[config.mk]
export PLATFORM = sky130hd
export DESIGN_NAME = booth_iter_mul
export DESIGN_NICKNAME = d
export VERILOG_FILES = /design/src/rtl/mul_pkg.sv /design/src/rtl/booth_iter_mul_booth.sv /design/src/rtl/booth_iter_mul.sv
export SDC_FILE = /design/constraint.sdc
export NUM_CORES = 1
export LEC_CHECK = 0
export BUFFER_PORTS_ARGS = -buffer_cell sky130_fd_sc_hd__buf_2
export CORE_MARGIN = 4
export CORE_UTILIZATION = 38
export CTS_CLUSTER_DIAMETER = 50
export CTS_CLUSTER_SIZE = 12
export DETAILED_ROUTE_END_ITERATION = 7
export GPL_ROUTABILITY_DRIVEN = 0
export HOLD_SLACK_MARGIN = 0.08
export PLACE_DENSITY = 0.56
export SYNTH_ARGS = -nofsm -noshare
export SYNTH_HDL_FRONTEND = slang
export SYNTH_SLANG_ARGS = --single-unit
[constraint.sdc]
create_clock -name clk -period 8.6 [get_ports clk]
set_input_delay 0.86 -clock clk [delete_from_list [all_inputs] [get_ports clk]]
set_output_delay 0.86 -clock clk [all_outputs]
set_load 0.03 [all_outputs]
[src/rtl/mul_pkg.sv]
// Shared definitions for the iterative Booth multiplier: op codes, FSM states, sizing.
package mul_pkg;

  localparam int unsigned WIDTH_DEF = 32;
  localparam int unsigned ITER      = WIDTH_DEF / 2 + 1;
  localparam int unsigned BW        = WIDTH_DEF + 3;

  typedef enum logic [1:0] {
    OP_MUL    = 2'b00,
    OP_MULH   = 2'b01,
    OP_MULHSU = 2'b10,
    OP_MULHU  = 2'b11
  } mul_op_e;

  typedef enum logic [1:0] {
    S_IDLE = 2'b00,
    S_BUSY = 2'b01,
    S_DONE = 2'b10
  } state_e;

  // Number of radix-4 iterations needed for a w-bit operand pair (includes sign window).
  function automatic int unsigned iter_cnt(input int unsigned w);
    return w / 2 + 1;
  endfunction

  // Partial-product selector width: two bits of headroom above a sign/zero-extended operand.
  function automatic int unsigned booth_w(input int unsigned w);
    return w + 3;
  endfunction

endpackage

[src/rtl/booth_iter_mul_booth.sv]
// Radix-4 Booth partial-product selector: picks 0/±x/±2x, negation as one's complement + carry.
module booth #(
  parameter int unsigned WIDTH = 35
) (
  input  logic [WIDTH-1:0] x,
  input  logic [2:0]       s,
  output logic [WIDTH:0]   p,
  output logic             c
);

  logic [WIDTH:0] mag;
  logic           neg;

  // Decode the 3-bit window into a magnitude and a negate flag.
  always_comb begin
    mag = '0;
    neg = 1'b0;
    case (s)
      3'b001, 3'b010: mag = {x[WIDTH-1], x};
      3'b011:         mag = {x, 1'b0};
      3'b100: begin
        mag = {x, 1'b0};
        neg = 1'b1;
      end
      3'b101, 3'b110: begin
        mag = {x[WIDTH-1], x};
        neg = 1'b1;
      end
      default: ;
    endcase
    p = neg ? ~mag : mag;
    c = neg;
  end

endmodule

[src/rtl/booth_iter_mul.sv]
// Iterative radix-4 Booth multiplier for MUL/MULH/MULHSU/MULHU with valid/ready handshake.
module booth_iter_mul
  import mul_pkg::*;
#(
  parameter int unsigned WIDTH = WIDTH_DEF
) (
  input  logic             clk,
  input  logic             rst,
  input  logic             in_valid,
  output logic             in_ready,
  input  logic [WIDTH-1:0] in_a,
  input  logic [WIDTH-1:0] in_b,
  input  logic [1:0]       in_op,
  input  logic             flush,
  output logic             out_valid,
  input  logic             out_ready,
  output logic [WIDTH-1:0] out_result,
  output logic             busy
);

  localparam int unsigned BW_L = booth_w(WIDTH);
  localparam int unsigned IT   = iter_cnt(WIDTH);
  localparam int unsigned IW   = $clog2(IT);
  localparam int unsigned AW   = 2 * WIDTH;

  state_e          state, state_nx;
  logic            accept_c;
  mul_op_e         op_q;
  logic [BW_L-1:0] a_ext;
  logic [WIDTH+1:0] b_sh;
  logic            b_prev;
  logic [IW-1:0]   i_q;
  logic [AW-1:0]   acc, acc_nx, term;
  logic [BW_L:0]   pp;
  logic            pp_neg;
  logic            pp_top_unused;
  logic            sign_a, sign_b;

  booth #(.WIDTH(BW_L)) u_booth (
    .x (a_ext),
    .s ({b_sh[1], b_sh[0], b_prev}),
    .p (pp),
    .c (pp_neg)
  );

  // Top selector bit is redundant thanks to the headroom in a_ext.
  assign pp_top_unused = pp[BW_L];

  assign sign_a = (in_op != 2'(OP_MULHU));
  assign sign_b = (in_op == 2'(OP_MUL)) || (in_op == 2'(OP_MULH));

  // Sign-extend the partial product, add the negate carry, align to this iteration.
  always_comb begin
    term   = {{(AW-BW_L){pp[BW_L-1]}}, pp[BW_L-1:0]} + AW'(pp_neg);
    acc_nx = acc + (term << {i_q, 1'b0});
  end

  // State register.
  always_ff @(posedge clk) begin
    if (rst) state <= S_IDLE;
    else     state <= state_nx;
  end

  // Next-state logic; flush wins over every other transition.
  always_comb begin
    state_nx = state;
    accept_c = 1'b0;
    case (state)
      S_IDLE: begin
        if (in_valid && !flush) begin
          state_nx = S_BUSY;
          accept_c = 1'b1;
        end
      end
      S_BUSY: begin
        if (flush)                          state_nx = S_IDLE;
        else if (i_q == IW'(IT - 1))        state_nx = S_DONE;
      end
      S_DONE: begin
        if (flush || out_ready)             state_nx = S_IDLE;
      end
      default: state_nx = S_IDLE;
    endcase
  end

  // Operand capture, iteration datapath, result capture and registered status outputs.
  always_ff @(posedge clk) begin
    if (rst) begin
      op_q       <= OP_MUL;
      a_ext      <= '0;
      b_sh       <= '0;
      b_prev     <= 1'b0;
      i_q        <= '0;
      acc        <= '0;
      out_result <= '0;
      out_valid  <= 1'b0;
      busy       <= 1'b0;
      in_ready   <= 1'b1;
    end else begin
      if (flush) begin
        acc <= '0;
        i_q <= '0;
      end else if (accept_c) begin
        op_q   <= mul_op_e'(in_op);
        a_ext  <= {{3{sign_a & in_a[WIDTH-1]}}, in_a};
        b_sh   <= {{2{sign_b & in_b[WIDTH-1]}}, in_b};
        b_prev <= 1'b0;
        i_q    <= '0;
        acc    <= '0;
      end else if (state == S_BUSY) begin
        acc    <= acc_nx;
        i_q    <= i_q + IW'(1);
        b_sh   <= {2'b00, b_sh[WIDTH+1:2]};
        b_prev <= b_sh[1];
      end
      if (state == S_BUSY && state_nx == S_DONE)
        out_result <= (op_q == OP_MUL) ? acc_nx[WIDTH-1:0] : acc_nx[AW-1:WIDTH];
      out_valid <= (state_nx == S_DONE);
      busy      <= (state_nx != S_IDLE);
      in_ready  <= (state_nx == S_IDLE);
    end
  end

endmodule

==> results of run 1 <==
[worst max-delay path: cells and delay by family (launching register included)]
| family | cells | cell delay, ns |
|---|---|---|
| xor+xnor | 2 | 0.64 |
| fa+ha+maj | 2 | 0.74 |
| mux | 3 | 0.86 |
| flops | 1 | 0.38 |
| simple gates | 3 | 1.37 |
| compound gates | 15 | 4.10 |
[routing by layer]
metal	part of all wire (%)	GRT usage (%)	wire length (um)
met5	0.046	0	24
met4	2.6	7.22	1360
met3	7.5	4.00	3920
met2	44	36.8	22900
met1	46	34.5	24200
[metrics by stage]
stage | worst slack, ns | instances | hold slack [ns]
after floorplan | 0.640 | 2134 | 0.436
after global placement | 0.532 | 2629 | 0.446
after detailed placement | 0.336 | 2629 | 0.455
after CTS | 0.288 | 2660 | 0.465
after global routing | 0.0854 | 2662 | 0.476
final | 0.404 | 2662 | 0.464
[cells by family after synthesis]
family / after synthesis
muxes: 55
AOI/OAI and AO/OA: 703
adders and majority gates: 71
xor gates and xnor gates: 114
DFF: 175
and+or+nand+nor: 806
buffers and inverters: 210
[placed cells by master (no fill, tap or decap), types with 17 or more instances in the layout]
master     netlist  layout
nand4_1         28      28
nand2_1        386     386
xnor2_1         82      82
o22ai_1         17      17
a21oi_1        240     240
nand3_1         52      52
o21a_1          19      19
nor2_1         221     219
buf_2            7     104
mux2i_1         28      28
o31ai_1         21      20
dfxtp_1        175     174
nor3_1          34      34
buf_4            0      39
o21ai_0         85      83
a311oi_1        41      41
inv_1           39      39
mux2_2          18      18
clkbuf_16        0      17
a211oi_1        40      40
a21o_1          55      55
xor2_1          30      30
ha_1            70      69
a22oi_1         35      35
[repair_timing]
| action | 4_1_cts | 5_1_grt |
|---|---|---|
| setup endpoints to repair | 0 | 20 |
| gates resized for setup | 0 | 4 |
| setup buffers | 0 | 1 |
| endpoints found under the hold margin | 0 | 0 |
| hold buffers | 0 | 0 |
[sequential cells by signal, summed over array words and instances, names as in the netlist]
name and cells:
out_result 32, acc 64, in_ready 1, busy 1, b_prev 1, i_q 5, b_sh 33, out_valid 1
op_q 2, a_ext 33, state 2
[power by group through the flow]
stage / logic [uW] / registers [uW] / clock network (uW)
global placement: 498 / 872 / 0
global route: 558 / 858 / 845
floorplan: 355 / 862 / 0
finish: 514 / 855 / 800
detailed placement: 501 / 873 / 0
CTS: 503 / 854 / 818
[final cells by class]
type | count | share of cell area, %
flip-flops and latches | 175 | 21.3
diodes | 1 | 0.0152
repair buffers | 144 | 5.05
well taps | 518 | 3.93
clock buffers | 18 | 2.60
multi-input cells | 1749 | 65.2
clock inverters | 13 | 0.964
inverters | 44 | 1.00
[how the worst max path moves through the flow]
stage	cells after the start	to	slack, ns	start
finish	25	out_result[27]$_SDFFE_PP0P_	0.40	b_sh[0]$_SDFFE_PP0P_
global route	25	out_result[27]$_SDFFE_PP0P_	0.09	b_sh[0]$_SDFFE_PP0P_
CTS	24	out_result[27]$_SDFFE_PP0P_	0.29	b_sh[0]$_SDFFE_PP0P_
detailed placement	24	out_result[27]$_SDFFE_PP0P_	0.34	b_sh[0]$_SDFFE_PP0P_
global placement	24	out_result[27]$_SDFFE_PP0P_	0.53	b_sh[0]$_SDFFE_PP0P_
floorplan	35	out_result[31]$_SDFFE_PP0P_	0.64	b_sh[0]$_SDFFE_PP0P_
==> results.md, run 1 <==
- Syn avg cell area: 7.03 um^2
- Min-Delay Path Class: reg2reg
- Largest stage delay on the critical path: ~0.56 ns
- Layout cell share with drive strength beyond 1: 10.6%
- Post-Syn Area: 0.0150 mm^2
- CP max FO: 46
- Multi-input logic area: around 0.011 mm^2
- Starting Density: 38.6%
- Worst reg2reg path endpoint: out_result[27]$_SDFFE_PP0P_
- Unrepaired setup endpoints after global routing: false
- Cts bufs inserted: 17
- Iter 0 DRT Violations: 1,778
- Largest net degree at the start of global routing: just over 100
- Clock Sinks: between 150 and 200
- Sw Ratio: 33.5%
- I/O Buffers: between 100 and 150
- Final Critical Period: approximately 8 ns
- Avg WL per Cell: approximately 20 um
- Synth top cells by count: nand2_1 (386), a21oi_1 (240), nor2_1 (221)
- Synth Area in Compound Gates: between 30% and 40%
- Global route total overflow: 0
- Sw power: 727 uW
- Die area: 0.0427 mm^2
- Post-synthesis xor/xnor area fraction: under 10%
- # rows: between 70 and 80
- Fin area: about 0.016 mm^2
- Via density: approximately 6
- Data arrival time of the worst path: ~8.6 ns
- Routed Antenna Nets: 0
- Total track usage: 24.0%
- Synth area leaders: dfxtp_1 (23%), nand2_1 (9.7%), a21oi_1 (8.0%)
- Clock share of power: a little under two fifths
- Tcrit/Tclk final: a little over nine tenths
- PwrDens: about 130 mW/mm^2
- Crit start category: flip-flop
- # DRC: 0
- R2R depth: 25
- Die width: 207 um
- Vias in the first global route: ~15,000
- Gate Count Post-Synth: roughly 2,100
- Hold depth: 2
- CTS tree: built
- Worst Max-Slew Pin Slew: 0.985 ns
- Post-synth EDFFs: 0
- Peak supply drop: between 0.1 and 0.15 mV
- Worst path slowest cell: or3_1
- Flip-flop and latch area: 0.00350 mm^2
- Final setup skew: about 0.013 ns
- Synth cell types: between 70 and 80
- Core ar.: around 0.039 mm^2
- Final Hold Vio Count: 0
- Critical path class: reg2reg
- DR pass1 iterations: 6
- Simple-gate area share of the yosys netlist: between 20 and 25%
- CP Capture Type: flip-flop
- Synth top area share: a little under a quarter
- Filler cells: just over 4,000
- P_int: between 1000 and 1500 uW
- Clock Tree Root: clkbuf_16
- Final setup TNS: 0 ns
- Clock Pin Slew Worst Setup and Hold Paths: around 0.080 ns
- Main combinational cell family by area after synthesis: compound AO/OA/AOI/OAI gates
- Reg-to-Reg Start: b_sh[0]$_SDFFE_PP0P_
- Nets@finish: approximately 2,300
- Crit-path most repeated cell: o21ai_0
- Worst endpoint required time: 8.98 ns
- Die H: just over 200 um
- R2R Setup Slk: 0.40 ns
- Io pins: between 100 and 150
- Post-synth top flop: dfxtp_1
- Max clock buf depth: 2
- Adder-Cell Fraction of Synth Area: 5.97%
- H-tree levels: 4
- Clock latency on the worst-skew pair: about 0.46 ns
- Max frequency: ~0.12 GHz
- Sequential-to-total area share from yosys stat: between 20% and 30%
- Slew Limit Headroom: between 30 and 40%
- Slew Limit Fails: 0
- HP Start: acc[3]$_SDFFE_PP0P_
- Sequential Power Share: 39.4%
- Static Leak: around 0.0065 uW
- Cell with the most instances after synthesis: nand2_1
- Via count: between 15,000 and 20,000
- Status: completed
- Tot Pwr: 2170 uW
- Hpwl dp: approximately 40 mm
- Synthesized flop and latch total: ~180
- Final setup vio count: 0
- Drt total wl: about 52 mm
- Placed Area: around 0.016 mm^2
- Combinational power share: 23.7%
- First-pass GRT wire length: slightly above 80 mm
- Syn_nets: 2,276
- Area growth syn-to-layout: 9.90%
- Initial antenna violation count: 3
- Ys Warns: 0
- Hold endpoint: acc[3]$_SDFFE_PP0P_
- Post-Route Utilization: 42.5%
- Synth area leader: dfxtp_1
- FFs w/ async S/R, synth: 0%
- Max Cap Viol: 0
- Multiplexer share of the synthesized area: under 10%
Note: power is estimated with default switching activity, not from simulation.
==> inputs of run 2 (changes only) <==
--- a/config.mk
+++ b/config.mk
@@ -6,14 +6,17 @@
 export NUM_CORES = 1
 export LEC_CHECK = 0
 export BUFFER_PORTS_ARGS = -buffer_cell sky130_fd_sc_hd__buf_2
-export CORE_MARGIN = 4
+export CELL_PAD_IN_SITES_DETAIL_PLACEMENT = 0
+export CELL_PAD_IN_SITES_GLOBAL_PLACEMENT = 1
+export CORE_MARGIN = 3
 export CORE_UTILIZATION = 38
 export CTS_CLUSTER_DIAMETER = 50
 export CTS_CLUSTER_SIZE = 12
 export DETAILED_ROUTE_END_ITERATION = 7
 export GPL_ROUTABILITY_DRIVEN = 0
+export GPL_TIMING_DRIVEN = 0
 export HOLD_SLACK_MARGIN = 0.08
-export PLACE_DENSITY = 0.56
+export PLACE_DENSITY = 0.73
 export SYNTH_ARGS = -nofsm -noshare
 export SYNTH_HDL_FRONTEND = slang
 export SYNTH_SLANG_ARGS = --single-unit
==> run 2 against run 1 <==
Compared with the run above:
- setup slack worse by 0.11 ns
- sequential power is 0.7% lower
- hold slack worse by 0.017 ns
- via count is 5.3% higher
- utilization is 1.7 points higher
- clock power is 2% higher
- clock skew is 0.0089 ns higher
- first-iteration DRC count is 3.0% higher
- final area is 3.9% higher
- routed wire length is 17% higher
- count of clock-buffer cells in the layout is 1 lower
- global-route usage is 4.6 points higher
- critical path type unchanged
- critical endpoint is now out_result[23]$_SDFFE_PP0P_
- largest power group unchanged
- highest routed layer unchanged
==> results.md, run 2 (synthesized netlist as in run 1, its figures left out) <==
- Via density: 6.07
- Clock Tree Root: clkbuf_16
- Max clock buf depth: 2
- Initial antenna violation count: 2
- R2R Setup Slk: between 0.2 and 0.3 ns
- Largest regs: acc: 64 flops, a_ext: 33 flops, b_sh: 33 flops
- Iter 0 DRT Violations: around 1,800
- Final Hold Vio Count: 0
- Drt total wl: 61.5 mm
- Tcrit/Tclk final: a little over nine tenths
- H-tree levels: 4
- Sw power: ~810 uW
- Clock Sinks: 175
- Static Leak: 0.00666 uW
- M1 WL: around 27 mm
- P_int: 1430 uW
- Die area: 0.0419 mm^2
- CTS tree: built
- Hpwl dp: about 50 mm
- CP max FO: 19
- Largest net degree at the start of global routing: 20
- Slew Limit Fails: 0
- Core ar.: between 0.03 and 0.04 mm^2
- Commonest non-fill, non-tap cell in the layout: nand2_1
- CP Capture Type: flip-flop
- Data arrival time of the worst path: between 8 and 9 ns
- Die H: 205 um
- First-pass GRT wire length: roughly 94 mm
- Critical path class: reg2reg
- Via count: 16,900
- Worst path slowest cell: a221oi_1
- Final hold slack: 0.447 ns
- Largest register FFs: 64
- Largest stage delay on the critical path: ~0.53 ns
- Sw Ratio: about 36%
- Cts bufs inserted: 17
- Sequential Power Share: between 30% and 40%
- Most frequent cells in the layout: nand2_1 (386), a21oi_1 (234), nor2_1 (220), dfxtp_1 (173), clkbuf_1 (111)
- Combinational power share: 25.5%
- Total track usage: 28.6%
- Post-Route Utilization: between 40 and 50%
- Vias in the first global route: 15,700
- Final setup skew: between 0.02 and 0.025 ns
- Final Critical Period: between 8 and 9 ns
- # DRC: 0
- Die width: around 200 um
- Layout cell share with drive strength beyond 1: between 10% and 20%
- Wire length on met3: around 4.9 mm
- Starting Density: between 30% and 40%
- Crit start category: flip-flop
- Filler cells: slightly above 4,000
- Worst endpoint required time: 8.90 ns
- Routed length on met2: approximately 27 mm
- Io pins: 106
- Max frequency: ~0.12 GHz
- DR pass1 iterations: 6
- Slew Limit Headroom: 16.6%
- I/O Buffers: about 100
- Status: completed
- # rows: 72
- Peak supply drop: around 0.14 mV
- Min-Delay Path Class: reg2reg
- Clock latency on the worst-skew pair: between 0.4 and 0.5 ns
- Routed Antenna Nets: 0
- PwrDens: about 130 mW/mm^2
- Largest Register: acc
- Clock Pin Slew Worst Setup and Hold Paths: 0.07 ns
- Avg WL per Cell: roughly 22 um
- Max Cap Viol: 0
- Area growth syn-to-layout: 14.2%
- Global route total overflow: 0
- Final setup vio count: 0
- Clock share of power: 36.5%
- Nets@finish: 2,390
- Top layer in use: met5
- Worst Max-Slew Pin Slew: around 1.2 ns
run 2: cell count changes in the layout (fill, tap and decap cells not counted), moves of 5 or more:
cell / before / now
buf_4: 39 / 4
o21ai_0: 83 / 74
o21ai_2: 0 / 8
clkbuf_1: 1 / 111
clkbuf_4: 0 / 5
buf_1: 0 / 24
ha_1: 69 / 63
a21oi_1: 240 / 234
buf_6: 0 / 5
run 2: cell type report:
class	instances	area, um^2	area share [%]
Multi-Input combinational cell	1749	11000	64.3
Sequential cell	175	3510	20.5
Buffer	155	658	3.84
Tap cell	518	648	3.78
Timing Repair Buffer	106	542	3.16
Clock buffer	17	425	2.48
Clock inverter	15	176	1.03
Inverter	44	165	0.964
Antenna cell	1	2.50	0.0146
run 2: power by group through the flow:
stage          clock network [uW]  registers, uW  logic (uW)
2_1_floorplan                   0            862         355
3_3_place_gp                    0            866         534
3_5_place_dp                    0            867         537
4_1_cts                       829            848         547
5_1_grt                       855            851         610
6_report                      817            849         571
run 2: final timing paths:
path,start,end,cells after the start
setup / recovery,b_sh[0]$_SDFFE_PP0P_,out_result[23]$_SDFFE_PP0P_,32
hold / removal,out_result[9]$_SDFFE_PP0P_,out_result[9]$_SDFFE_PP0P_,2
setup reg to reg,b_sh[0]$_SDFFE_PP0P_,out_result[23]$_SDFFE_PP0P_,32
hold reg to reg,out_result[9]$_SDFFE_PP0P_,out_result[9]$_SDFFE_PP0P_,2
run 2: what timing repair did:
item	CTS	global route
buffers inserted	3	0
gates resized for setup	51	53
pin swaps	4	11
endpoints found under the setup margin	73	42
hold buffers	0	0
run 2: worst max-delay path: cells and delay by family, from the launching register on:
kind / cells / cell delay (ns)
compound gates: 11 / 3.24
mux: 1 / 0.36
simple gates: 6 / 1.31
xor+xnor: 3 / 0.79
flops: 1 / 0.38
fa+ha+maj: 3 / 0.80
buf+inv: 8 / 1.24
run 2: per-layer routing:
metal | vias up | GRT usage [%]
met2 | 820 | 45.5
met3 | 132 | 4.74
met5 | - | 0
met4 | 2 | 9.83
li1 | 7951 | -
met1 | 7961 | 39.1
run 2: metrics by stage:
step	worst slack (ns)	cells	instance area (um^2)	TNS, ns	total power, uW
floorplan	0.640	2134	15000	0	1220
global placement	-1.89	2755	16200	-59.60	1400
detailed placement	-1.93	2755	16200	-63.38	1400
CTS	0.00457	2787	16900	0	2220
global route	-0.0198	2779	17100	-0.0198	2320
finish	0.297	2780	17100	0	2240
==> inputs of run 3 (changes only) <==
--- a/config.mk
+++ b/config.mk
@@ -8,7 +8,7 @@
 export BUFFER_PORTS_ARGS = -buffer_cell sky130_fd_sc_hd__buf_2
 export CELL_PAD_IN_SITES_DETAIL_PLACEMENT = 0
 export CELL_PAD_IN_SITES_GLOBAL_PLACEMENT = 1
-export CORE_MARGIN = 3
+export CORE_MARGIN = 1
 export CORE_UTILIZATION = 38
 export CTS_CLUSTER_DIAMETER = 50
 export CTS_CLUSTER_SIZE = 12
==> run 3 against run 2 <==
Compared with the run above:
- utilization about the same
- hold slack improved by 0.013 ns
- register-to-register slack about the same
- setup slack improved by 0.0017 ns
- critical endpoint is now out_result[31]$_SDFFE_PP0P_
==> results.md, run 3 (synthesized netlist as in run 1, its figures left out) <==
- Status: completed
- Area growth syn-to-layout: 14.3%
- Max clock buf depth: 2
- Layout cell share with drive strength beyond 1: around 11%
- Crit start category: flip-flop
- Largest stage delay on the critical path: 0.54 ns
- CTS tree: built
- Clock latency on the worst-skew pair: roughly 0.45 ns
- Total track usage: between 20% and 30%
- Max Cap Viol: 0
- Largest Register: acc
- Clock Sinks: between 150 and 200
- CP max FO: 10
- Antenna diode count: 0
- Initial antenna violation count: 2
- Starting Density: about two fifths
- Data arrival time of the worst path: roughly 8.7 ns
- Final setup skew: around 0.019 ns
- Worst path slowest cell: mux4_2
- Placed Area: 0.0162 mm^2
- Most frequent cells in the layout: nand2_1 (386), a21oi_1 (234), nor2_1 (220), dfxtp_1 (173), clkbuf_1 (114)
- Via count: ~17,000
- Slew Limit Headroom: about a fifth
- Critical path class: reg2reg
- Via density: just over 6
- Routed Antenna Nets: 0
- Largest net degree at the start of global routing: 29
- Commonest non-fill, non-tap cell in the layout: nand2_1
- Largest regs: acc: 64 flops, a_ext: 33 flops, b_sh: 33 flops
- Final Critical Period: between 8 and 9 ns
- Dpl cells: approximately 2,800
- Final Hold Vio Count: 0
- Global route total overflow: 0
- Iter 0 DRT Violations: ~1,800
- # rows: 72
- # DRC: 0
- Nets@finish: around 2,400
- Slew Limit Fails: 0
- Clock Pin Slew Worst Setup and Hold Paths: 0.07 ns
- Die width: approximately 200 um
- Hpwl dp: a little under 50 mm
- Final setup vio count: 0
- H-tree levels: 4
- Min-Delay Path Class: reg2reg
- CP Capture Type: flip-flop
- Final hold slack: between 0.4 and 0.5 ns
- Die area: 0.0403 mm^2
- Largest register FFs: 64
- Clock Tree Root: clkbuf_16
- Peak supply drop: approximately 0.13 mV
- Worst endpoint required time: between 8 and 9 ns
- First-pass GRT wire length: roughly 93 mm
- Non-filler cells, final: ~2,800
- DR pass1 iterations: 6
- Worst Max-Slew Pin Slew: 1.20 ns
- Cts bufs inserted: 17
- R2R Setup Slk: 0.30 ns
- Drt total wl: 61.1 mm
- Max frequency: 0.120 GHz
- Static Leak: 0.00669 uW
- I/O Buffers: a little over 100
- # hold bufs at CTS: 0
- Final setup TNS: 0 ns
- Tcrit/Tclk final: a little over nine tenths
- Crit-path most repeated cell: buf_6
- Fin area: between 0.015 and 0.02 mm^2
- Io pins: 106
- Vias in the first global route: about 16,000
- PwrDens: approximately 130 mW/mm^2
- Core ar.: 0.0388 mm^2
- Unrepaired setup endpoints after global routing: false
- Die H: ~200 um
- Avg WL per Cell: around 22 um
-- run 3: cell types whose count changed in the layout (fill, tap and decap cells not counted), moves of 2 or more --
cell,change
a22oi_1,-2
a22oi_2,+2
buf_4,+12
clkbuf_1,+3
clkbuf_2,+2
clkbuf_4,-4
clkbuf_8,+2
clkinv_8,-3
inv_8,-2
nor3_1,+2
nor3_2,-2
o21ai_1,+3
o21ai_2,-3
-- run 3: repair_timing --
item | 4_1_cts | 5_1_grt
setup buffers | 9 | 4
resized for setup | 43 | 56
setup endpoints to repair | 73 | 31
pin swaps | 5 | 9
-- run 3: worst paths after layout --
| kind | startpoint | endpoint | cells after the start |
|---|---|---|---|
| max | b_sh[0]$_SDFFE_PP0P_ | out_result[31]$_SDFFE_PP0P_ | 36 |
| min | out_result[10]$_SDFFE_PP0P_ | out_result[10]$_SDFFE_PP0P_ | 2 |
| max reg2reg | b_sh[0]$_SDFFE_PP0P_ | out_result[31]$_SDFFE_PP0P_ | 36 |
| min reg2reg | out_result[10]$_SDFFE_PP0P_ | out_result[10]$_SDFFE_PP0P_ | 2 |
-- run 3: per-stage QoR --
step / power (uW) / utilization [%] / setup slack [ns]
final: 2210 / 44.2 / 0.299
after global routing: 2290 / 44.2 / 0.00464
after CTS: 2190 / 43.6 / 0.0345
after detailed placement: 1410 / 41.6 / -1.91
after global placement: 1400 / 41.6 / -1.88
after floorplan: 1220 / - / 0.640
-- run 3: area by class of cell --
cell class / instances / area [um^2]
multi-input cells: 1749 / 11000
flip-flops and latches: 175 / 3510
clock inverters: 10 / 104
fillers: 4123 / 21700
well taps: 518 / 648
repair buffers: 116 / 617
inverters: 44 / 165
clock buffers: 22 / 464
plain buffers: 155 / 659
-- run 3: worst max-delay path, delay by kind of cell (launching register included) --
kind | cells | cell delay (ns)
simple gates | 4 | 1.03
buf+inv | 11 | 1.63
compound gates | 15 | 3.42
mux | 1 | 0.54
xor+xnor | 2 | 0.49
flops | 1 | 0.37
fa+ha+maj | 3 | 0.67
-- run 3: layer usage --
metal	routed length (um)	GRT usage, %
met1	26600	40.5
met2	26700	46.8
met3	5350	4.46
met4	2410	11.6
met5	11	0
-- run 3: where the power goes --
group / internal [uW] / leakage, uW / switching (uW)
clock: 419 / 0.000269 / 366
combinational: 186 / 0.00500 / 388
sequential: 832 / 0.00142 / 17.3
total: 1440 / 0.00669 / 771
